**config.mk**
```make
export PLATFORM = sky130hd
export DESIGN_NAME = macguffin_decrypt
export DESIGN_NICKNAME = d
export VERILOG_FILES = /design/src/rtl/macguffin_decrypt.sv
export SDC_FILE = /design/constraint.sdc
export NUM_CORES = 1
export LEC_CHECK = 0
export CAP_MARGIN = 10
export CORE_UTILIZATION = 54
export DETAILED_ROUTE_END_ITERATION = 16
export PLACE_DENSITY = 0.95
export SKIP_CTS_REPAIR_TIMING = 1
export SLEW_MARGIN = 20
export SYNTH_ARGS = -nofsm -noshare
export SYNTH_HDL_FRONTEND = slang
export SYNTH_HIERARCHICAL = 1
export SYNTH_SLANG_ARGS = --single-unit
```
**constraint.sdc**
```tcl
create_clock -name clk -period 5.9 [get_ports clk]
set_input_delay 1.18 -clock clk [delete_from_list [all_inputs] [get_ports clk]]
set_output_delay 1.18 -clock clk [all_outputs]
set_load 0.01 [all_outputs]
```
**src/rtl/macguffin_decrypt.sv**
```systemverilog
// Iterative MacGuffin block decryptor.
// A ciphertext is accepted in IDLE. RUN applies one inverse Feistel round per
// clock, fetching round keys from the external store in the order ROUNDS-1..0.
// DONE holds the plaintext until the consumer takes it.

// One 6-in/2-out S-box. The contents are a 64-entry table of 2-bit values.
module macguffin_sbox #(
  parameter logic [127:0] TABLE = '0
) (
  input  logic [5:0] sin_i,
  output logic [1:0] sout_o
);
  assign sout_o = TABLE[{sin_i, 1'b0} +: 2];
endmodule

module macguffin_decrypt #(
  parameter  int ROUNDS = 32,
  localparam int CW     = $clog2(ROUNDS)
) (
  input  logic          clk,
  input  logic          rst_n,
  input  logic          in_valid,
  output logic          in_ready,
  input  logic [63:0]   in_data,
  output logic [CW-1:0] rk_idx,
  input  logic [47:0]   rk,
  output logic          out_valid,
  input  logic          out_ready,
  output logic [63:0]   out_data,
  output logic          busy
);
  typedef enum logic [1:0] {IDLE, RUN, DONE} state_e;

  // S-box input taps: per box two bits of each masked word (a, a, b, b, c, c),
  // first tap is the MSB of the 6-bit index. Box j drives F bits [2j+1:2j].
  // This table and the S-box contents are shared with the encryptor.
  localparam int SBIT [8][6] = '{
    '{ 2,  5,  6,  9, 11, 13}, '{ 1,  4,  7, 10,  8, 14},
    '{ 3,  6,  8, 13,  0, 15}, '{12, 14,  1,  2,  4, 10},
    '{ 0, 10,  3, 14,  6, 12}, '{ 7,  8, 12, 15,  1,  5},
    '{ 9, 15,  5, 11,  2,  7}, '{11, 13,  0,  4,  3,  9}
  };
  localparam logic [127:0] STAB [8] = '{
    128'hc6a53e917b08d24f59e3a01c8f762db4,
    128'h1f8e2d7c4b3a6958e7d6c5b4a3928170,
    128'h93b7e1c5d02f4a6878ac13f5b9e64d20,
    128'h5e0a9fc3872d1b46e4c8306f7a91d25b,
    128'h2b74e91f06d8ca35b3590e7d48f16ac2,
    128'hd81c6f3a95e0b7424cfa1e6092d78b35,
    128'h7a3d05e8c9f41b62a6e71d3094bc58f2,
    128'h40f9b23e6c8d751a8e2c9d47f0b36a15
  };

  state_e          state_q, state_d;
  logic [CW-1:0]   cnt_q, cnt_d;
  logic [3:0][15:0] r_q, r_d;   // r_q[i] is word Ri

  logic [15:0] k0, k1, k2, fa, fb, fc, f;

  assign {k2, k1, k0} = rk;

  // After the un-rotate, R1..R3 are the current R0..R2, so F is fed directly
  // from the registered words and the round closes in a single edge.
  assign fa = r_q[0] ^ k0;
  assign fb = r_q[1] ^ k1;
  assign fc = r_q[2] ^ k2;

  for (genvar j = 0; j < 8; j++) begin : g_sbox
    logic [5:0] sin;
    assign sin = {fa[SBIT[j][0]], fa[SBIT[j][1]],
                  fb[SBIT[j][2]], fb[SBIT[j][3]],
                  fc[SBIT[j][4]], fc[SBIT[j][5]]};
    macguffin_sbox #(.TABLE(STAB[j])) u_sbox (
      .sin_i  (sin),
      .sout_o (f[2*j +: 2])
    );
  end

  // State, round counter and data words.
  always_ff @(posedge clk or negedge rst_n) begin
    if (!rst_n) begin
      state_q <= IDLE;
      cnt_q   <= CW'(ROUNDS - 1);
      r_q     <= '0;
    end else begin
      state_q <= state_d;
      cnt_q   <= cnt_d;
      r_q     <= r_d;
    end
  end

  // Next-state: load in IDLE, one inverse round per RUN cycle, hold in DONE.
  always_comb begin
    state_d = state_q;
    cnt_d   = cnt_q;
    r_d     = r_q;
    unique case (state_q)
      IDLE: begin
        if (in_valid) begin
          r_d     = in_data;
          cnt_d   = CW'(ROUNDS - 1);
          state_d = RUN;
        end
      end
      RUN: begin
        r_d[0] = r_q[3] ^ f;
        r_d[1] = r_q[0];
        r_d[2] = r_q[1];
        r_d[3] = r_q[2];
        if (cnt_q == '0) begin
          cnt_d   = CW'(ROUNDS - 1);
          state_d = DONE;
        end else begin
          cnt_d = cnt_q - 1'b1;
        end
      end
      DONE: begin
        if (out_ready) state_d = IDLE;
      end
      default: state_d = IDLE;
    endcase
  end

  assign in_ready  = (state_q == IDLE);
  assign out_valid = (state_q == DONE);
  assign busy      = (state_q != IDLE);
  assign out_data  = r_q;
  assign rk_idx    = cnt_q;
endmodule

```
==> flow_summary_export.csv, run 1 <==
group,metric,value,unit
run_status,outcome,"finished, final reports clean",
clocking,htree_levels,3,
detailed_routing,ant_nets,0,
timing,timing.setup.tns,0,ns
detailed_routing,drt-total-wl,19.4,mm
synthesis,synth_flop_cell,"dfrtp_1",
timing,skew,0.0141,ns
worst_setup_path,path_delay_family,"XOR/XNOR gates",
synthesis,synth_seq_cells,71,
worst_setup_path,reg2reg_depth,10,
timing,tightest_slew,1.04,ns
floorplan,die_h,114,um
clocking,tritoncts,"yes",
timing,drv_slew,0,
timing,fin_crit_sh,0.674,
synthesis,synth_nets,916,
worst_setup_path,max_stage_delay,0.59,ns
timing,rsz0062_at_grt,"no",
worst_setup_path,end_kind,"register",
power,powerDensity,622,nW/um2
clocking,clk_latency,0.33,ns
hold_path,hold_start,"rk_idx[4]",
floorplan,die_area,13000,um2
worst_setup_path,critPathBufInv,2,
cells_and_area,final_common_cell,"clkdlybuf4s50_1",
power,ir_worst_vdd,0.337,mV
timing,max_freq,252,MHz
global_routing,antenna_found_initial,0,
floorplan,num_io_pins,188,
flow_run,drv_cap,0,
global_routing,grt_max_degree,74,
hold_path,min_path_cells,2,
timing,period_needed,3.97,ns
global_routing,grt_first_pass_wirelength,30.1,mm
cells_and_area,fin_nets,1068,
cells_and_area,synthToLayoutAreaGrowth,30.9,%
placed_design,portBuffers,187,
placed_design,hpwl,14.4,mm
synthesis,async_reset_ff_frac,1.00,
clocking,clk_pin_slew,0.06,ns
floorplan,row_count,40,
detailed_routing,drt-initial-drc-count,318,
global_routing,track_usage,0.296,
floorplan,start_util,0.560,
cells_and_area,num-fill-cells,888,
cells_and_area,drive_gt1_frac,0.0612,
synthesis,postSynthAreaPerCell,9.16,um2
cells_and_area,antenna_cells,0,
worst_setup_path,crit_path_cell_trace,"clkdlybuf4s50_1 > xor2_1 > inv_1 > ha_1 > nand2_1 > o21ai_0 > mux4_2 > o211ai_1 > xor2_1 > mux2i_1 > o21ai_0",
synthesis,synth.distinct_cells,73,
global_routing,gr-total-overflow,0,
placed_design,place.gp.congestion,0.923,
synthesis,syn_area,6790,um2
worst_setup_path,setup.worst_path.start_class,"input port",
detailed_routing,drc,0,
timing,hold_viol,0,
power,leakagePower,4.05,nW
synthesis,yosysWarnings,6,
worst_setup_path,required,6.14,ns
detailed_routing,drt_first_pass_iters,5,
floorplan,die_w,114,um
timing,setup_viol,0,
worst_setup_path,crit_start,"rk[43]",
worst_setup_path,worstSetupPathType,"input port to register",
synthesis,yosysSeqAreaShare,0.263,
worst_setup_path,cp_max_fo,11,
worst_setup_path,r2r_end,"out_data[1]",
cells_and_area,layout_common_cells,"clkdlybuf4s50_1 (186), mux2i_1 (85), nand2_1 (83)",
synthesis,synth-edff-count,0,
hold_path,hold_path_class,"register to register",
worst_setup_path,r2r_slack,2.79,ns
worst_setup_path,slowest_stage,"xor2_1",
clocking,cts_made_buffers,9,
clocking,clock_path_buffers,2,
detailed_routing,wl_per_cell,18.2,um
clocking,cts-root-buf,"clkbuf_16",
synthesis,syn_inst,741,
timing,slew-limit-headroom,0.303,
timing,hold_ws,0.524,ns
hold_path,hold_end,"rk_idx[4]",
clocking,cts_sinks,71,
floorplan,core-area,12100,um2
detailed_routing,vias_per_cell,5.72,
worst_setup_path,reg2reg_from,"out_data[43]",
global_routing,grt_pass1_vias,5959,
worst_setup_path,cp.arrival,4.22,ns
detailed_routing,vias,6094,
power breakdown:
part	switching, mW	internal (mW)
registers	0.424	0.773
clock network	0.222	0.371
logic	1.95	1.79
total	2.60	2.93
per-stage QoR:
stage | setup WS, ns | instances | total power, mW | cell area (um2) | utilization
finish | 1.93 | 1066 | 5.53 | 8880 | 0.734
global route | 1.65 | 1066 | 5.96 | 8880 | 0.734
CTS | 1.92 | 1066 | 5.50 | 8850 | 0.731
detailed placement | 1.59 | 1050 | 4.88 | 8530 | 0.704
global placement | 1.74 | 1050 | 4.74 | 8530 | 0.704
floorplan | 2.40 | 741 | 3.78 | 6790 | -
sequential cells by signal, summed over array words and instances, names as in the netlist:
name      flops
out_data     64
rk_idx        5
state_q       2
worst register-to-register path, cell delays in order, from the launching register on:
cell and delay [ns]:
dfrtp_1 0.44, xor2_1 0.63, inv_1 0.27, ha_1 0.43, nand2_1 0.08, o21ai_0 0.08
mux4_2 0.48, o211ai_1 0.22, xor2_1 0.17, mux2i_1 0.08, o21ai_0 0.15
cell usage after synthesis, types with 3 or more instances:
library cell / count / area share
clkbuf_1: 9 / 0.0050
nor2_1: 25 / 0.014
buf_4: 6 / 0.0066
nand2b_1: 11 / 0.010
a21oi_1: 23 / 0.017
ha_1: 59 / 0.11
nand3b_1: 6 / 0.0066
o31ai_1: 3 / 0.0033
mux2i_1: 85 / 0.13
nor2b_1: 13 / 0.012
o22ai_1: 4 / 0.0037
buf_2: 13 / 0.0096
xor2_1: 67 / 0.086
o21ai_1: 50 / 0.037
a31oi_1: 10 / 0.0092
xnor2_1: 4 / 0.0052
mux4_2: 9 / 0.030
o21ai_0: 36 / 0.027
dfstp_2: 5 / 0.019
o211ai_1: 9 / 0.010
buf_6: 15 / 0.025
a211oi_1: 10 / 0.011
a21o_1: 3 / 0.0033
nand2_1: 83 / 0.046
clkbuf_2: 3 / 0.0022
inv_1: 37 / 0.020
dfrtp_1: 66 / 0.24
nor2_2: 3 / 0.0028
nor3_1: 6 / 0.0044
a311oi_1: 4 / 0.0052
a2111oi_0: 5 / 0.0065
nor3b_1: 5 / 0.0055
kinds of logic after synthesis:
group                      after synthesis  synth area share
and+or+nand+nor                        167             0.117
xor gates and xnor gates                71            0.0916
DFF                                     71             0.263
muxes                                   99             0.169
AOI/OAI and AO/OA                      186             0.174
adders and majority gates               59             0.109
buffers and inverters                   88            0.0763
worst max-delay path by stage:
stage / end / cells after the start
CTS: out_data[1] / 11
global route: out_data[1] / 11
finish: out_data[1] / 11
global placement: out_data[0] / 10
detailed placement: out_data[1] / 11
floorplan: out_data[15] / 8
layout make-up:
type,count,area (um2),area share
Tap cell,168,210,0.0237
Clock inverter,7,97.6,0.0110
Timing Repair Buffer,191,1900,0.214
Multi-Input combinational cell,582,4530,0.510
Inverter,38,143,0.0161
Sequential cell,71,1780,0.201
Clock buffer,9,225,0.0253
routing by layer:
metal	track usage	share of wire	wire length, um	vias up
met5	0	0	0	-
met4	0.0909	0.021	402	0
met3	0.0466	0.060	1170	26
met2	0.514	0.49	9590	247
met1	0.378	0.42	8230	2909
li1	-	-	-	2912
Power figures use the tool's default switching activity.
==> inputs of run 2 (changes only) <==
--- a/config.mk
+++ b/config.mk
@@ -6,9 +6,9 @@
 export NUM_CORES = 1
 export LEC_CHECK = 0
 export CAP_MARGIN = 10
-export CORE_UTILIZATION = 54
+export CORE_UTILIZATION = 50
 export DETAILED_ROUTE_END_ITERATION = 16
-export PLACE_DENSITY = 0.95
+export PLACE_DENSITY = 0.94
 export SKIP_CTS_REPAIR_TIMING = 1
 export SLEW_MARGIN = 20
 export SYNTH_ARGS = -nofsm -noshare
==> constraint.sdc (replaced) <==
create_clock -name clk -period 3.7 [get_ports clk]
set_input_delay 0.74 -clock clk [delete_from_list [all_inputs] [get_ports clk]]
set_output_delay 0.74 -clock clk [all_outputs]
set_load 0.01 [all_outputs]
==> run 2 against run 1 <==
Critical path depth decreased by 2. Sequential power increased by 58%. Largest power group unchanged. Highest routed layer unchanged. Routed wire length increased by 4.8%. Worst setup slack got worse by 1.4 ns. Global-route usage decreased by 0.41 points. Total power increased by 63%. Via count increased by 4.4%. Flip-flop and latch count unchanged. Sequential share of layout area decreased by 0.47 points. Largest cell class unchanged. Clock power increased by 35%. Register-to-register slack got worse by 1.9 ns. Cell count increased by 4.0%.
==> flow_summary_export.csv, run 2 (synthesized netlist as in run 1, its figures left out) <==
group,metric,value,unit
global_routing,grt_max_degree,72,
floorplan,core-area,13200,um2
power,leakagePower,4.21,nW
floorplan,die_w,118,um
power,internal_power,4.79,mW
detailed_routing,drt-initial-drc-count,431,
worst_setup_path,path_delay_family,"multiplexers",
worst_setup_path,crit_path_cell_trace,"clkdlybuf4s50_1 > xor2_1 > inv_1 > ha_1 > mux2_4 > mux4_2 > xor2_1 > mux2i_1 > o21ai_0",
power,p_seq_frac,0.209,
power,p_sw,4.24,mW
global_routing,track_usage,0.291,
worst_setup_path,slowest_stage,"clkdlybuf4s50_1",
flow_run,drv_cap,0,
worst_setup_path,worstSetupPathType,"input port to register",
cells_and_area,drive_gt1_frac,0.0932,
timing,fin_crit_sh,0.868,
timing,drv_slew,0,
timing,timing.setup.tns,0,ns
detailed_routing,drt_first_pass_iters,7,
hold_path,hold_path_class,"register to register",
clocking,cts_sinks,71,
cells_and_area,fin_nets,1103,
worst_setup_path,setup.worst_path.start_class,"input port",
global_routing,antenna_found_initial,0,
cells_and_area,synthToLayoutAreaGrowth,34.1,%
clocking,clk_pin_slew,0.06,ns
detailed_routing,drc,0,
detailed_routing,vias,6363,
floorplan,row_count,42,
clocking,tritoncts,"yes",
floorplan,num_io_pins,188,
clocking,cts_made_buffers,9,
power,pwr-share-clk,0.089,
floorplan,start_util,0.512,
detailed_routing,wl_per_cell,18.3,um
cells_and_area,antenna_cells,0,
global_routing,grt_pass1_vias,6141,
timing,setup_viol,0,
cells_and_area,largest_register_ffs,64,
detailed_routing,drt-total-wl,20.3,mm
clocking,clk_latency,0.34,ns
global_routing,grt_first_pass_wirelength,32.2,mm
timing,slew-limit-headroom,0.361,
worst_setup_path,r2r_slack,0.92,ns
cells_and_area,final_common_cell,"clkdlybuf4s50_1",
floorplan,die_area,14000,um2
worst_setup_path,r2r_end,"out_data[3]",
worst_setup_path,cp.depth,9,
power,ir_worst_vdd,0.562,mV
clocking,cts-root-buf,"clkbuf_16",
timing,max_freq,312,MHz
placed_design,hpwl,15.4,mm
floorplan,die_h,118,um
detailed_routing,vias_per_cell,5.74,
timing,skew,0.00875,ns
worst_setup_path,critPathBufInv,2,
worst_setup_path,max_stage_delay,0.47,ns
clocking,clock_path_buffers,2,
placed_design,place.gp.congestion,0.990,
timing,hold_ws,0.527,ns
power,sw_frac_of_total,0.469,
power,powerDensity,992,nW/um2
detailed_routing,ant_nets,0,
worst_setup_path,cp_max_fo,7,
worst_setup_path,reg2reg_from,"out_data[46]",
global_routing,gr-total-overflow,0,
worst_setup_path,endpoint,"out_data[3]",
run_status,outcome,"finished, final reports clean",
worst_setup_path,required,3.88,ns
cells_and_area,layout_common_cells,"clkdlybuf4s50_1 (186), mux2i_1 (85), nand2_1 (83)",
clocking,htree_levels,3,
power,p_comb_frac,0.703,
timing,period_needed,3.21,ns
timing,rsz0062_at_grt,"no",
timing,tightest_slew,0.958,ns
worst_setup_path,timing.critical_path.mode_cell,"xor2_1",
timing,hold_viol,0,
placed_design,portBuffers,187,
worst_setup_path,end_kind,"register",
worst_setup_path,reg2reg_depth,8,
worst_setup_path,crit_start,"rk[46]",
worst_setup_path,cp.arrival,3.39,ns
## run 2: cell count changes in the layout (fill, tap and decap cells not counted), sizes merged
cell,change
buf,+35
bufinv,-2
clkinv,+2
## run 2: area by class of cell
class	count	area, um2
Multi-Input combinational cell	582	4500
Fill cell	1068	4140
Timing Repair Buffer	226	2190
Sequential cell	71	1780
Clock buffer	9	225
Tap cell	176	220
Inverter	38	143
Clock inverter	7	40.0
## run 2: power groups by stage
| stage | Clock [mW] | Combinational (mW) | Sequential, mW |
|---|---|---|---|
| floorplan | 0 | 4.21 | 1.81 |
| global placement | 0 | 6.09 | 1.87 |
| detailed placement | 0 | 6.29 | 1.88 |
| CTS | 0.811 | 6.32 | 1.88 |
| global route | 0.844 | 6.96 | 1.95 |
| finish | 0.799 | 6.34 | 1.89 |
## run 2: stage by stage
stage,cell area [um2],setup slack [ns],util,std cells,power [mW]
global route,9100,0.292,0.687,1109,9.75
global placement,8830,0.327,0.667,1093,7.96
detailed placement,8830,0.128,0.667,1093,8.17
finish,9100,0.490,0.687,1109,9.03
CTS,9100,0.489,0.687,1109,9.01
floorplan,6790,0.643,-,741,6.03
## run 2: routing by layer
metal  up-vias  part of all wire  global-route usage
met4         0             0.029               0.108
li1       2995                 -                   -
met1      3093              0.43               0.373
met2       232              0.49               0.488
met5         -                 0                   0
met3        43             0.056              0.0560
## run 2: worst min-delay path by stage
stage	slack [ns]	cells after the start	start	endpoint
finish	0.53	2	rk_idx[4]	rk_idx[4]
detailed placement	0.51	2	rk_idx[4]	rk_idx[4]
floorplan	0.44	0	rst_n	out_data[0]
global route	0.55	2	rk_idx[4]	rk_idx[4]
global placement	0.50	2	rk_idx[1]	rk_idx[1]
CTS	0.52	2	rk_idx[4]	rk_idx[4]
## run 2: worst register-to-register path, delay by kind of cell (launching register included)
kind | cells | cell delay, ns
mux | 3 | 0.86
xor+xnor | 2 | 0.65
flops | 1 | 0.42
fa+ha+maj | 1 | 0.39
buf+inv | 1 | 0.22
compound gates | 1 | 0.08
==> inputs of run 3 (changes only) <==
--- a/config.mk
+++ b/config.mk
@@ -6,9 +6,9 @@
 export NUM_CORES = 1
 export LEC_CHECK = 0
 export CAP_MARGIN = 10
-export CORE_UTILIZATION = 50
+export CORE_UTILIZATION = 35
 export DETAILED_ROUTE_END_ITERATION = 16
-export PLACE_DENSITY = 0.94
+export PLACE_DENSITY = 0.72
 export SKIP_CTS_REPAIR_TIMING = 1
 export SLEW_MARGIN = 20
 export SYNTH_ARGS = -nofsm -noshare
==> run 3 against run 2 <==
Non-clock buffer count grew 2. Maximum frequency grew 7.0%. Flip-flop and latch count is the same. Global-route usage shrank 8.0 points. Count of clock-buffer cells in the layout is the same. Worst setup slack gained 0.21 ns. Routed wire length grew 1.4%. Combinational power shrank 1%. Critical path depth is the same. Sequential share of layout area shrank 0.50 points. Largest cell class unchanged.
==> flow_summary_export.csv, run 3 (synthesized netlist as in run 1, its figures left out) <==
group,metric,value,unit
floorplan,start_util,0.360,
cells_and_area,post-route-util,0.496,
cells_and_area,final_common_cell,"clkdlybuf4s50_1",
detailed_routing,vias_per_cell,5.08,
clocking,cts_sinks,71,
power,powerDensity,986,nW/um2
timing,period_needed,3.00,ns
cells_and_area,final_area,9340,um2
detailed_routing,ant_nets,0,
timing,hold_viol,0,
worst_setup_path,cp_max_fo,3,
global_routing,grt_pass1_vias,5887,
global_routing,grt_first_pass_wirelength,32.5,mm
floorplan,die_area,19900,um2
timing,slew-limit-headroom,0.352,
cells_and_area,num-fill-cells,1737,
detailed_routing,drc,0,
placed_design,portBuffers,187,
timing,drv_slew,0,
worst_setup_path,critPathBufInv,2,
worst_setup_path,end_kind,"register",
clocking,tritoncts,"yes",
timing,max_freq,333,MHz
clocking,clock_path_buffers,2,
run_status,outcome,"finished, final reports clean",
cells_and_area,multi_input_area,4500,um2
clocking,clk_pin_slew,0.06,ns
detailed_routing,drt-total-wl,20.6,mm
detailed_routing,wl_per_cell,17.3,um
placed_design,dp_cells,1179,
global_routing,gr-total-overflow,0,
timing,setup_viol,0,
clocking,cts-root-buf,"clkbuf_16",
cells_and_area,final_cells,1195,
cells_and_area,synthToLayoutAreaGrowth,37.6,%
floorplan,die_w,141,um
timing,skew,0.00708,ns
placed_design,place_area,8990,um2
detailed_routing,vias,6073,
global_routing,track_usage,0.212,
detailed_routing,drt-initial-drc-count,274,
worst_setup_path,slowest_stage,"mux4_2",
worst_setup_path,setup.worst_path.start_class,"input port",
clocking,cts_made_buffers,9,
clocking,htree_levels,3,
cells_and_area,layout_common_cells,"clkdlybuf4s50_1 (186), mux2i_1 (85), nand2_1 (83)",
power,ir_worst_vdd,0.575,mV
cells_and_area,largest_register_ffs,64,
worst_setup_path,required,3.89,ns
cells_and_area,seqCellArea,1780,um2
clocking,clk_latency,0.35,ns
floorplan,core-area,18800,um2
worst_setup_path,worstSetupPathType,"input port to register",
detailed_routing,drt_first_pass_iters,5,
timing,rsz0062_at_grt,"no",
floorplan,num_io_pins,188,
cells_and_area,fin_nets,1105,
floorplan,die_h,141,um
global_routing,antenna_found_initial,0,
worst_setup_path,path_delay_family,"multiplexers",
timing,fin_crit_sh,0.811,
worst_setup_path,cp.arrival,3.19,ns
worst_setup_path,crit_path_cell_trace,"clkdlybuf4s50_1 > xor2_1 > inv_1 > ha_1 > mux4_2 > mux4_2 > xor2_1 > mux2i_1 > o21ai_1",
floorplan,row_count,50,
power,leakagePower,4.26,nW
timing,timing.setup.tns,0,ns
cells_and_area,antenna_cells,0,
worst_setup_path,max_stage_delay,0.48,ns
hold_path,hold_path_class,"register to register",
flow_run,drv_cap,0,
power,total_power,9.21,mW
placed_design,place.gp.congestion,0.919,
timing,tightest_slew,0.973,ns
placed_design,hpwl,15.9,mm
cells_and_area,drive_gt1_frac,0.0952,
global_routing,grt_max_degree,83,
## run 3: area by class of cell
class	instances	share of cell area
multi-input combinational	582	0.482
timing repair buffer	228	0.240
sequential	71	0.191
tap	260	0.0348
clock buffer	9	0.0241
inverter	38	0.0153
clock inverter	7	0.0130
## run 3: tightest hold or removal path, delay by kind of cell (launching register included)
kind,cells,cell delay [ns]
AO/OA/AOI/OAI,1,0.06
flip-flops,1,0.38
buffers and inverters,1,0.07
## run 3: final timing paths
check / slack [ns] / start / cells past startpoint / endpoint
worst max register to register: 1.08 / out_data[41] / 8 / out_data[15]
worst min register to register: 0.52 / rk_idx[1] / 2 / rk_idx[1]
worst min-delay path: 0.52 / rk_idx[1] / 2 / rk_idx[1]
min in group asynchronous: 0.55 / rst_n / 1 / out_data[20]
worst max-delay path: 0.70 / rk[41] / 9 / out_data[15]
max in group asynchronous: 2.52 / rst_n / 1 / out_data[55]
## run 3: power by group
group / switching, mW / internal [mW]
sequential: 0.675 / 1.23
clock: 0.375 / 0.660
combinational: 3.14 / 3.13
total: 4.19 / 5.02
## run 3: layer usage
| layer | vias up | track usage | part of all wire |
|---|---|---|---|
| met2 | 189 | 0.349 | 0.48 |
| met4 | 0 | 0.0664 | 0.025 |
| met3 | 26 | 0.0486 | 0.060 |
| met5 | - | 0 | 0 |
| met1 | 2867 | 0.273 | 0.44 |
| li1 | 2991 | - | - |
## run 3: per-stage QoR
stage               worst slack [ns]  hold WS [ns]
floorplan                      0.643         0.444
global placement               0.392         0.500
detailed placement             0.362         0.512
CTS                            0.719         0.521
global route                   0.557         0.537
finish                         0.701         0.517
